**config.mk**
```make
export PLATFORM = sky130hd
export DESIGN_NAME = uart_tx
export DESIGN_NICKNAME = d
export VERILOG_FILES = /design/src/rtl/uart_tx.sv
export SDC_FILE = /design/constraint.sdc
export NUM_CORES = 1
export LEC_CHECK = 0
export CORE_AREA = 2 2 63 65
export CTS_BUF_LIST = sky130_fd_sc_hd__clkbuf_16
export DETAILED_ROUTE_END_ITERATION = 10
export DIE_AREA = 0 0 65 67
export GPL_TIMING_DRIVEN = 0
export PLACE_DENSITY = 0.74
export SETUP_SLACK_MARGIN = 0.4
export SLEW_MARGIN = 15
export SYNTH_ARGS = -nofsm -noshare
export SYNTH_HDL_FRONTEND = slang
export SYNTH_SLANG_ARGS = --single-unit
```
**constraint.sdc**
```tcl
create_clock -name clk -period 1.6 [get_ports clk]
set_clock_uncertainty 0.15 [all_clocks]
set_input_delay 0.32 -clock clk [delete_from_list [all_inputs] [get_ports clk]]
set_output_delay 0.32 -clock clk [all_outputs]
set_load 0.02 [all_outputs]
```
**src/rtl/uart_tx.sv**
```systemverilog
// uart_pkg + uart_tx
//
// uart_pkg holds the frame configuration types. The receiver uses the same
// types, so both directions read one configuration source.
//
// uart_tx: UART transmitter. It accepts bytes over a valid/ready handshake
// into a one-entry holding register. Each byte goes out as a frame: a start
// bit, 5..8 data bits LSB first, an optional parity bit, and 1 or 2 stop
// bits. Bit timing comes from the bit_en strobe, so each bit lasts from one
// bit_en edge to the next.
//
// Ports
//   clk           in  sole clock, rising edge
//   rst           in  asynchronous reset, active low
//   bit_en        in  bit strobe; the FSM advances only on edges with bit_en=1
//   tx_data[7:0]  in  byte to send
//   tx_valid      in  tx_data is valid
//   tx_ready      out holding register empty (registered, = !hold_full)
//   num_data_bits in  data bits per frame; clamped to 5..8
//   stop_bits     in  1 or 2 stop bits
//   parity        in  none / odd / even
//   tx            out serial line, registered, idles high
//   tx_busy       out a frame is in progress (state != S_IDLE)
//   tx_done       out one-cycle pulse after the final stop bit ends

package uart_pkg;
  typedef enum logic       {STOP_BITS_1, STOP_BITS_2} stop_bits_t;
  typedef enum logic [1:0] {PARITY_NONE, PARITY_ODD, PARITY_EVEN} parity_t;
endpackage

module uart_tx
  import uart_pkg::*;
(
  input  logic       clk,
  input  logic       rst,
  input  logic       bit_en,
  input  logic [7:0] tx_data,
  input  logic       tx_valid,
  output logic       tx_ready,
  input  logic [3:0] num_data_bits,
  input  stop_bits_t stop_bits,
  input  parity_t    parity,
  output logic       tx,
  output logic       tx_busy,
  output logic       tx_done
);

  typedef enum logic [2:0] {
    S_IDLE, S_START, S_DATA, S_PARITY, S_STOP1, S_STOP2
  } state_t;

  state_t     r_state;
  logic       r_hold_full;
  logic [7:0] r_hold_data;
  logic [7:0] r_shift;
  logic [2:0] r_cnt;
  logic [2:0] r_cfg_nm1;   // latched (data bits - 1) for the current frame
  logic       r_cfg_stop2;
  parity_t    r_cfg_par;
  logic       r_par_acc;   // XOR of the data bits sent so far
  logic       r_tx;
  logic       r_busy;
  logic       r_done;

  logic [3:0] w_n;
  logic [2:0] w_nm1;
  logic       w_final;
  logic       w_start;

  // Clamp the requested width into 5..8.
  always_comb begin
    if (num_data_bits < 4'd5)      w_n = 4'd5;
    else if (num_data_bits > 4'd8) w_n = 4'd8;
    else                           w_n = num_data_bits;
  end
  assign w_nm1 = 3'(w_n - 4'd1);

  // The last stop bit of the frame: a waiting byte may start its frame
  // directly from here, with no idle bit in between.
  assign w_final = (r_state == S_STOP1 && !r_cfg_stop2) || (r_state == S_STOP2);
  assign w_start = bit_en && r_hold_full && (r_state == S_IDLE || w_final);

  // tx is registered, so each transition loads the line value for the
  // state being entered.
  always_ff @(posedge clk or negedge rst) begin
    if (!rst) begin
      r_state     <= S_IDLE;
      r_hold_full <= 1'b0;
      r_hold_data <= '0;
      r_shift     <= '0;
      r_cnt       <= '0;
      r_cfg_nm1   <= '0;
      r_cfg_stop2 <= 1'b0;
      r_cfg_par   <= PARITY_NONE;
      r_par_acc   <= 1'b0;
      r_tx        <= 1'b1;
      r_busy      <= 1'b0;
      r_done      <= 1'b0;
    end else begin
      r_done <= 1'b0;

      if (tx_valid && !r_hold_full) begin
        r_hold_full <= 1'b1;
        r_hold_data <= tx_data;
      end

      if (w_start) begin
        // hold_full was 1 here, so no byte is accepted on this edge.
        r_hold_full <= 1'b0;
        r_shift     <= r_hold_data;
        r_cfg_nm1   <= w_nm1;
        r_cfg_stop2 <= (stop_bits == STOP_BITS_2);
        r_cfg_par   <= parity;
        r_par_acc   <= 1'b0;
        r_state     <= S_START;
        r_tx        <= 1'b0;
        r_busy      <= 1'b1;
        if (w_final) r_done <= 1'b1;
      end else if (bit_en) begin
        case (r_state)
          S_IDLE: ;
          S_START: begin
            r_state   <= S_DATA;
            r_cnt     <= r_cfg_nm1;
            r_tx      <= r_shift[0];
            r_shift   <= {1'b0, r_shift[7:1]};
            r_par_acc <= r_par_acc ^ r_shift[0];
          end
          S_DATA: begin
            if (r_cnt == 3'd0) begin
              // All n bits are on the wire and folded into r_par_acc.
              if (r_cfg_par != PARITY_NONE) begin
                r_state <= S_PARITY;
                r_tx    <= (r_cfg_par == PARITY_EVEN) ? r_par_acc : ~r_par_acc;
              end else begin
                r_state <= S_STOP1;
                r_tx    <= 1'b1;
              end
            end else begin
              r_cnt     <= r_cnt - 3'd1;
              r_tx      <= r_shift[0];
              r_shift   <= {1'b0, r_shift[7:1]};
              r_par_acc <= r_par_acc ^ r_shift[0];
            end
          end
          S_PARITY: begin
            r_state <= S_STOP1;
            r_tx    <= 1'b1;
          end
          S_STOP1: begin
            if (r_cfg_stop2) begin
              r_state <= S_STOP2;
            end else begin
              r_state <= S_IDLE;
              r_busy  <= 1'b0;
              r_done  <= 1'b1;
            end
          end
          S_STOP2: begin
            r_state <= S_IDLE;
            r_busy  <= 1'b0;
            r_done  <= 1'b1;
          end
          default: begin
            r_state <= S_IDLE;
            r_tx    <= 1'b1;
            r_busy  <= 1'b0;
          end
        endcase
      end
    end
  end

  assign tx_ready = ~r_hold_full;
  assign tx       = r_tx;
  assign tx_busy  = r_busy;
  assign tx_done  = r_done;

endmodule

```
==> flow_metrics.tcl, run 1 <==
set metrics [dict create \
    status "finished with violations" \
    violations "negative hold slack, negative setup slack" \
    place_ws_ns -0.603 \
    numCtsBuffers 5 \
    crit_path_end_kind "register" \
    n_antenna_cell 0 \
    place.gp.congestion 0.767 \
    cp.required_ns 1.61 \
    async_reset_ff_share_pct 100 \
    critPathMostFrequentCell "buf_6" \
    grt_max_degree 34 \
    r2r_end "r_cfg_stop2" \
    drive_gt1_share_pct 43.9 \
    cts_tree "done" \
    drc_errors 0 \
    p_sw_share_pct 36.1 \
    die_area_mm2 0.00436 \
    core.rowCount 22 \
    ioPinCount 23 \
    synth-main-ff-cell "dfrtp_1" \
    rsz0062_at_grt "true" \
    dpl.hpwl_um 2370 \
    hp-class "in -> async" \
    finalSetupViolations 22 \
    final-hold-violation-count 32 \
    finalSetupTns_ns -2.03 \
    critical_path.cell_chain "buf_6 -> a2111oi_4 -> buf_6 -> mux2_4" \
    final_util_pct 70.7 \
    tightest_slew_ns 0.747 \
    root_buffer "clkbuf_16" \
    yosysWarnings 0 \
    ys_ff_latch 33 \
    initial_core_util_pct 46.4 \
    cp_max_fo 5 \
    r2r_start "r_state[2]" \
    switchingPower_mw 1.98 \
    crit_path_start "r_state[2]" \
    worstSetupPathType "reg -> reg" \
    slew_headroom_pct 50.2 \
    start_kind "register" \
    power.density_mw_per_mm2 2150 \
    slew_viol_final 0 \
    grt_pass1_wl_um 6840 \
    timing.final.crit_share_pct 108 \
    die-height_um 67 \
    vias 1406 \
    cp.arrival_ns 1.74 \
    drtPass1Iterations 4 \
    min_period_ns 1.73 \
    clock-sinks 33 \
    synth_edf_count 0 \
    clk_pin_slew_worst_paths_ns 0.05 \
    ys_seq_area_share_pct 49.5 \
    synth_cells 152 \
    p_leak_nw 1.16 \
    r2r_setup_slack_ns -0.13 \
    critPathMaxStageDelay_ns 0.42 \
    irDropWorstVdd_mv 1.07 \
    grt_pass1_vias 1464 \
    slowest_stage "a2111oi_4" \
    clock_latency_ns 0.28 \
    holdWs_ns -0.0478 \
    fillers 239 \
    portBuffers 22 \
    synth_fp_nets 174 \
    wl_per_cell_um 16.6 \
    yosys.cell_types.count 39 \
    syn_area_mm2 0.00167 \
    syn_to_final_growth_pct 52.6 \
    placeableCoreArea_mm2 0.00361 \
    r2r_cells 4 \
    drv_cap 0 \
    fmax_ghz 0.580 \
    drt-total-wl_um 4320 \
    grtUsageTotal_pct 21.1 \
    seq_power_share_pct 28.6 \
    combPwrFrac_pct 55.1 \
    fin_ws_ns -0.125 \
    cts.path.max_buffers 2 \
    antenna_found_initial 0 \
    overflow 0 \
    htreeDepth 2 \
    crit_end "r_cfg_stop2" \
    die_w_um 65 \
    routed_via_density 5.41 \
    final_nets 234 \
    p_clk_share_pct 16.3 \
    ant_nets 0 \
    drt_iter0_markers 94 \
    syn_avg_cell_area_um2 11.0 \
    p_int_mw 3.50 \
]
[stage by stage]
step | area (um2) | total power [mW] | std cells
2_1_floorplan | 1760 | 3.05 | 152
3_3_place_gp | 2040 | 3.43 | 222
3_5_place_dp | 2040 | 3.54 | 222
4_1_cts | 2410 | 5.06 | 249
5_1_grt | 2550 | 5.79 | 260
6_report | 2550 | 5.48 | 260
[layout make-up]
cell class | instances | area (um2) | area share, %
flip-flops and latches | 33 | 827 | 32.4
well taps | 48 | 60.1 | 2.35
multi-input cells | 95 | 890 | 34.9
plain buffers | 8 | 93.8 | 3.68
clock inverters | 2 | 7.51 | 0.294
inverters | 16 | 60.1 | 2.35
repair buffers | 53 | 488 | 19.1
clock buffers | 5 | 125 | 4.90
[sequential cells by signal (all words and copies together), names as in the netlist]
register	count
r_cfg_nm1	3
r_cfg_par	2
r_cfg_stop2	1
r_cnt	3
r_hold_data	8
r_hold_full	1
r_par_acc	1
r_shift	8
r_state	3
tx	1
tx_busy	1
tx_done	1
[per-layer routing]
metal | track usage [%] | vias to the layer above | share of wire [%]
met5 | 0 | - | 0
met4 | 10.1 | 0 | 1.9
met3 | 6.42 | 9 | 5.0
met2 | 36.6 | 41 | 53
met1 | 23.5 | 708 | 40
li1 | - | 648 | -
[repair_timing]
action / in CTS / in global routing
gates resized for setup: 51 / 11
pin swaps: 8 / 5
endpoints found under the hold margin: 32 / 0
endpoints found under the setup margin: 36 / 36
setup buffers: 18 / 10
gates cloned: 2 / 1
[cells in the final DEF (no fill, tap or decap), types with 6 or more instances in the layout]
cell type         n
dfrtp_1          32
mux2_4           13
clkbuf_16         6
clkdlybuf4s50_1  15
o21ai_2           8
inv_1            15
buf_4            24
a32oi_1           7
buf_6            15
[Yosys cell counts (2+ instances only)]
cell       n  area, um2
xnor2_1    2       17.5
mux2_2    13        146
a21oi_1    3       15.0
buf_4      2       15.0
o21ai_1    2       10.0
nor2b_1    3       18.8
a31oi_1    3       18.8
o21ai_0   15       75.1
nand2_1    6       22.5
mux2i_1    3       30.0
nor2_1     8       30.0
inv_1     16       60.1
a221oi_1   2       17.5
dfrtp_1   32        801
nand3_1    2       10.0
buf_2      2       10.0
ha_1       3       37.5
a32oi_1    7       61.3
buf_6      2       22.5
nand2b_1   7       43.8
[kinds of logic (layout without fill, tap and decap cells)]
logic type               count (synthesis)  after routing  synth area share [%]
multiplexers                            16             16                  10.6
flip-flops                              33             33                  49.5
AND/OR/NAND/NOR                         32             32                  11.1
AO/OA/AOI/OAI                           42             42                  18.0
XOR/XNOR                                 2              2                  1.05
adder cells (fa/ha/maj)                  3              3                  2.25
buffers and inverters                   24             84                  7.56
[critical path: cells and delay by family, from the launching register on]
kind | cells | cell delay, ns
AO/OA/AOI/OAI | 1 | 0.42
flip-flops | 1 | 0.40
buffers and inverters | 2 | 0.34
multiplexers | 1 | 0.30
[power by group through the flow]
stage | Combinational (mW) | Sequential, mW | Clock [mW]
floorplan | 1.55 | 1.50 | 0
global placement | 1.91 | 1.52 | 0
detailed placement | 1.99 | 1.55 | 0
CTS | 2.62 | 1.54 | 0.901
global route | 3.25 | 1.60 | 0.935
finish | 3.02 | 1.57 | 0.891
[how the worst min path moves through the flow]
| stage | start | endpoint | cells past startpoint |
|---|---|---|---|
| 4_1_cts | rst | r_state[0] | 1 |
| 5_1_grt | rst | tx_busy | 1 |
| 2_1_floorplan | rst | r_cfg_nm1[0] | 0 |
| 3_3_place_gp | tx | tx | 2 |
| 6_report | rst | r_state[2] | 1 |
| 3_5_place_dp | rst | r_state[0] | 1 |
Power figures use the tool's default switching activity.
==> run 2, diff against run 1 <==
--- a/config.mk
+++ b/config.mk
@@ -5,12 +5,13 @@
 export SDC_FILE = /design/constraint.sdc
 export NUM_CORES = 1
 export LEC_CHECK = 0
-export CORE_AREA = 2 2 63 65
-export CTS_BUF_LIST = sky130_fd_sc_hd__clkbuf_16
+export CORE_AREA = 2 2 68 70
+export CTS_BUF_LIST = sky130_fd_sc_hd__clkbuf_4 sky130_fd_sc_hd__clkbuf_8
+export CTS_CLUSTER_SIZE = 24
 export DETAILED_ROUTE_END_ITERATION = 10
-export DIE_AREA = 0 0 65 67
+export DIE_AREA = 0 0 70 72
 export GPL_TIMING_DRIVEN = 0
-export PLACE_DENSITY = 0.74
+export PLACE_DENSITY = 0.65
 export SETUP_SLACK_MARGIN = 0.4
 export SLEW_MARGIN = 15
 export SYNTH_ARGS = -nofsm -noshare
==> run 2 against run 1 <==
Against the previous run: the flow still finishes with violations (negative hold slack, negative setup slack); hold slack got worse by 0.014 ns; sequential cell count stayed put; cell count is 1.9% lower; die area is 16% higher; largest cell class unchanged; utilization decreased by 14 points; largest power group unchanged; sequential power is essentially flat; global-route usage is 5.1 points lower; fmax increased by 0.25%; non-clock buffer count shrank 9; critical endpoint is now r_cfg_nm1[2].
==> flow_metrics.tcl, run 2 (synthesized netlist as in run 1, its figures left out) <==
set metrics [dict create \
    core.rowCount 24 \
    portBuffers 22 \
    drt_iter0_markers 88 \
    power.density_mw_per_mm2 2070 \
    start_kind "register" \
    drc_errors 0 \
    r2r_cells 5 \
    grt_pass1_wl_um 6290 \
    htreeDepth 2 \
    slew_headroom_pct 51.1 \
    clock-sinks 33 \
    irDropWorstVdd_mv 0.752 \
    timing.final.crit_share_pct 108 \
    grtUsageTotal_pct 15.9 \
    min_period_ns 1.72 \
    grt_pass1_vias 1302 \
    violations "negative hold slack, negative setup slack" \
    r2r_start "r_state[0]" \
    vias 1313 \
    status "finished with violations" \
    die_area_mm2 0.00504 \
    clock_latency_ns 0.29 \
    worstSetupPathType "reg -> reg" \
    cp.required_ns 1.62 \
    initial_core_util_pct 39.2 \
    drt-total-wl_um 3930 \
    root_buffer "clkbuf_8" \
    slew_viol_final 0 \
    die-height_um 72 \
    tightest_slew_ns 0.734 \
    n_antenna_cell 0 \
    dpl.hpwl_um 2230 \
    placeableCoreArea_mm2 0.00426 \
    syn_to_final_growth_pct 44.9 \
    layout.cells.non_filler 255 \
    r2r_end "r_cfg_nm1[2]" \
    cts.path.max_buffers 2 \
    cp.arrival_ns 1.75 \
    hp-class "in -> async" \
    top_regs "r_hold_data: 8 flops, r_shift: 8 flops" \
    p_leak_nw 1.08 \
    clk_pin_slew_worst_paths_ns 0.07 \
    crit_path_end_kind "register" \
    ioPinCount 23 \
    r2r_setup_slack_ns -0.12 \
    finalSetupViolations 21 \
    finalSetupTns_ns -1.53 \
    antenna_found_initial 0 \
    place_inst 226 \
    grt_max_degree 34 \
    routed_via_density 5.15 \
    drive_gt1_share_pct 39.4 \
    die_w_um 70 \
    final_cell_mix "dfrtp_1, clkdlybuf4s50_1, buf_4, buf_6" \
    final-hold-violation-count 32 \
    wl_per_cell_um 15.4 \
    numCtsBuffers 5 \
    holdWs_ns -0.0622 \
    fmax_ghz 0.581 \
    ant_nets 0 \
    fin_ws_ns -0.121 \
    drtPass1Iterations 4 \
    drv_cap 0 \
    final_common_cell "dfrtp_1" \
    cts_tree "done" \
    fillers 355 \
    cp_max_fo 5 \
    final_nets 225 \
    place.gp.congestion 0.864 \
    rsz0062_at_grt "true" \
    overflow 0 \
]
==> run 2: cell count changes in the layout (fill, tap and decap cells not counted), moves of 2 or more <==
cell / delta
clkbuf_16: -5
buf_4: -9
o21ai_1: +8
clkbuf_8: +5
o21ai_2: -8
inv_1: -2
==> run 2: worst max-delay path, cell delays in order (launching register included) <==
cell and delay, ns:
dfrtp_1 0.37, buf_6 0.13, nor2b_4 0.05, a2111oi_4 0.40
buf_6 0.20, mux2_4 0.30
==> run 2: worst max-delay path by stage <==
stage / from / endpoint / slack [ns] / depth (start not counted)
5_1_grt: r_state[0] / r_state[0] / -0.17 / 7
4_1_cts: r_state[2] / r_cfg_par[0] / -0.11 / 4
2_1_floorplan: r_state[0] / r_cfg_nm1[0] / -0.03 / 5
6_report: r_state[0] / r_cfg_nm1[2] / -0.12 / 5
3_3_place_gp: rst / r_hold_data[4] / -0.61 / 1
3_5_place_dp: bit_en / r_cfg_nm1[2] / -0.61 / 5
==> run 2: area by class of cell <==
cell class | count | area [um2] | share of cell area, %
tap | 52 | 65.1 | 2.69
clock buffer | 5 | 68.8 | 2.84
buffer | 8 | 90.1 | 3.72
timing repair buffer | 44 | 419 | 17.3
multi-input combinational | 95 | 857 | 35.4
inverter | 16 | 60.1 | 2.48
sequential | 33 | 827 | 34.1
clock inverter | 2 | 35.0 | 1.45
==> run 2: repair_timing <==
item,in CTS,in global routing
gates resized for setup,42,11
setup buffers,14,4
pin swaps,5,5
gates cloned,2,2
setup endpoints to repair,36,37
hold endpoints to repair,32,0
==> run 2: per-layer routing <==
metal  vias to the layer above  part of all wire [%]  global-route usage, %  wire, um
met5                         -                     0                      0         0
met4                         0                   1.8                   7.26        69
met3                         8                   3.5                   3.89       136
met2                        22                    52                   26.5      2020
met1                       649                    43                   19.8      1700
li1                        634                     -                      -         -
==> run 2: where the power goes <==
part / internal, mW / switching [mW]
sequential: 1.26 / 0.294
clock: 0.453 / 0.317
combinational: 1.50 / 1.19
total: 3.21 / 1.80
==> run 2: stage by stage <==
stage               worst slack (ns)  utilization [%]  cell area [um2]  hold slack (ns)  total power, mW
floorplan                    -0.0272                -             1760           -0.126             3.05
global placement              -0.615             48.0             2050            0.330             3.45
detailed placement            -0.608             47.9             2040            0.278             3.51
CTS                           -0.114             54.5             2330          -0.0291             4.74
global route                  -0.167             56.8             2420           0.0112             5.32
finish                        -0.121             56.8             2420          -0.0622             5.01
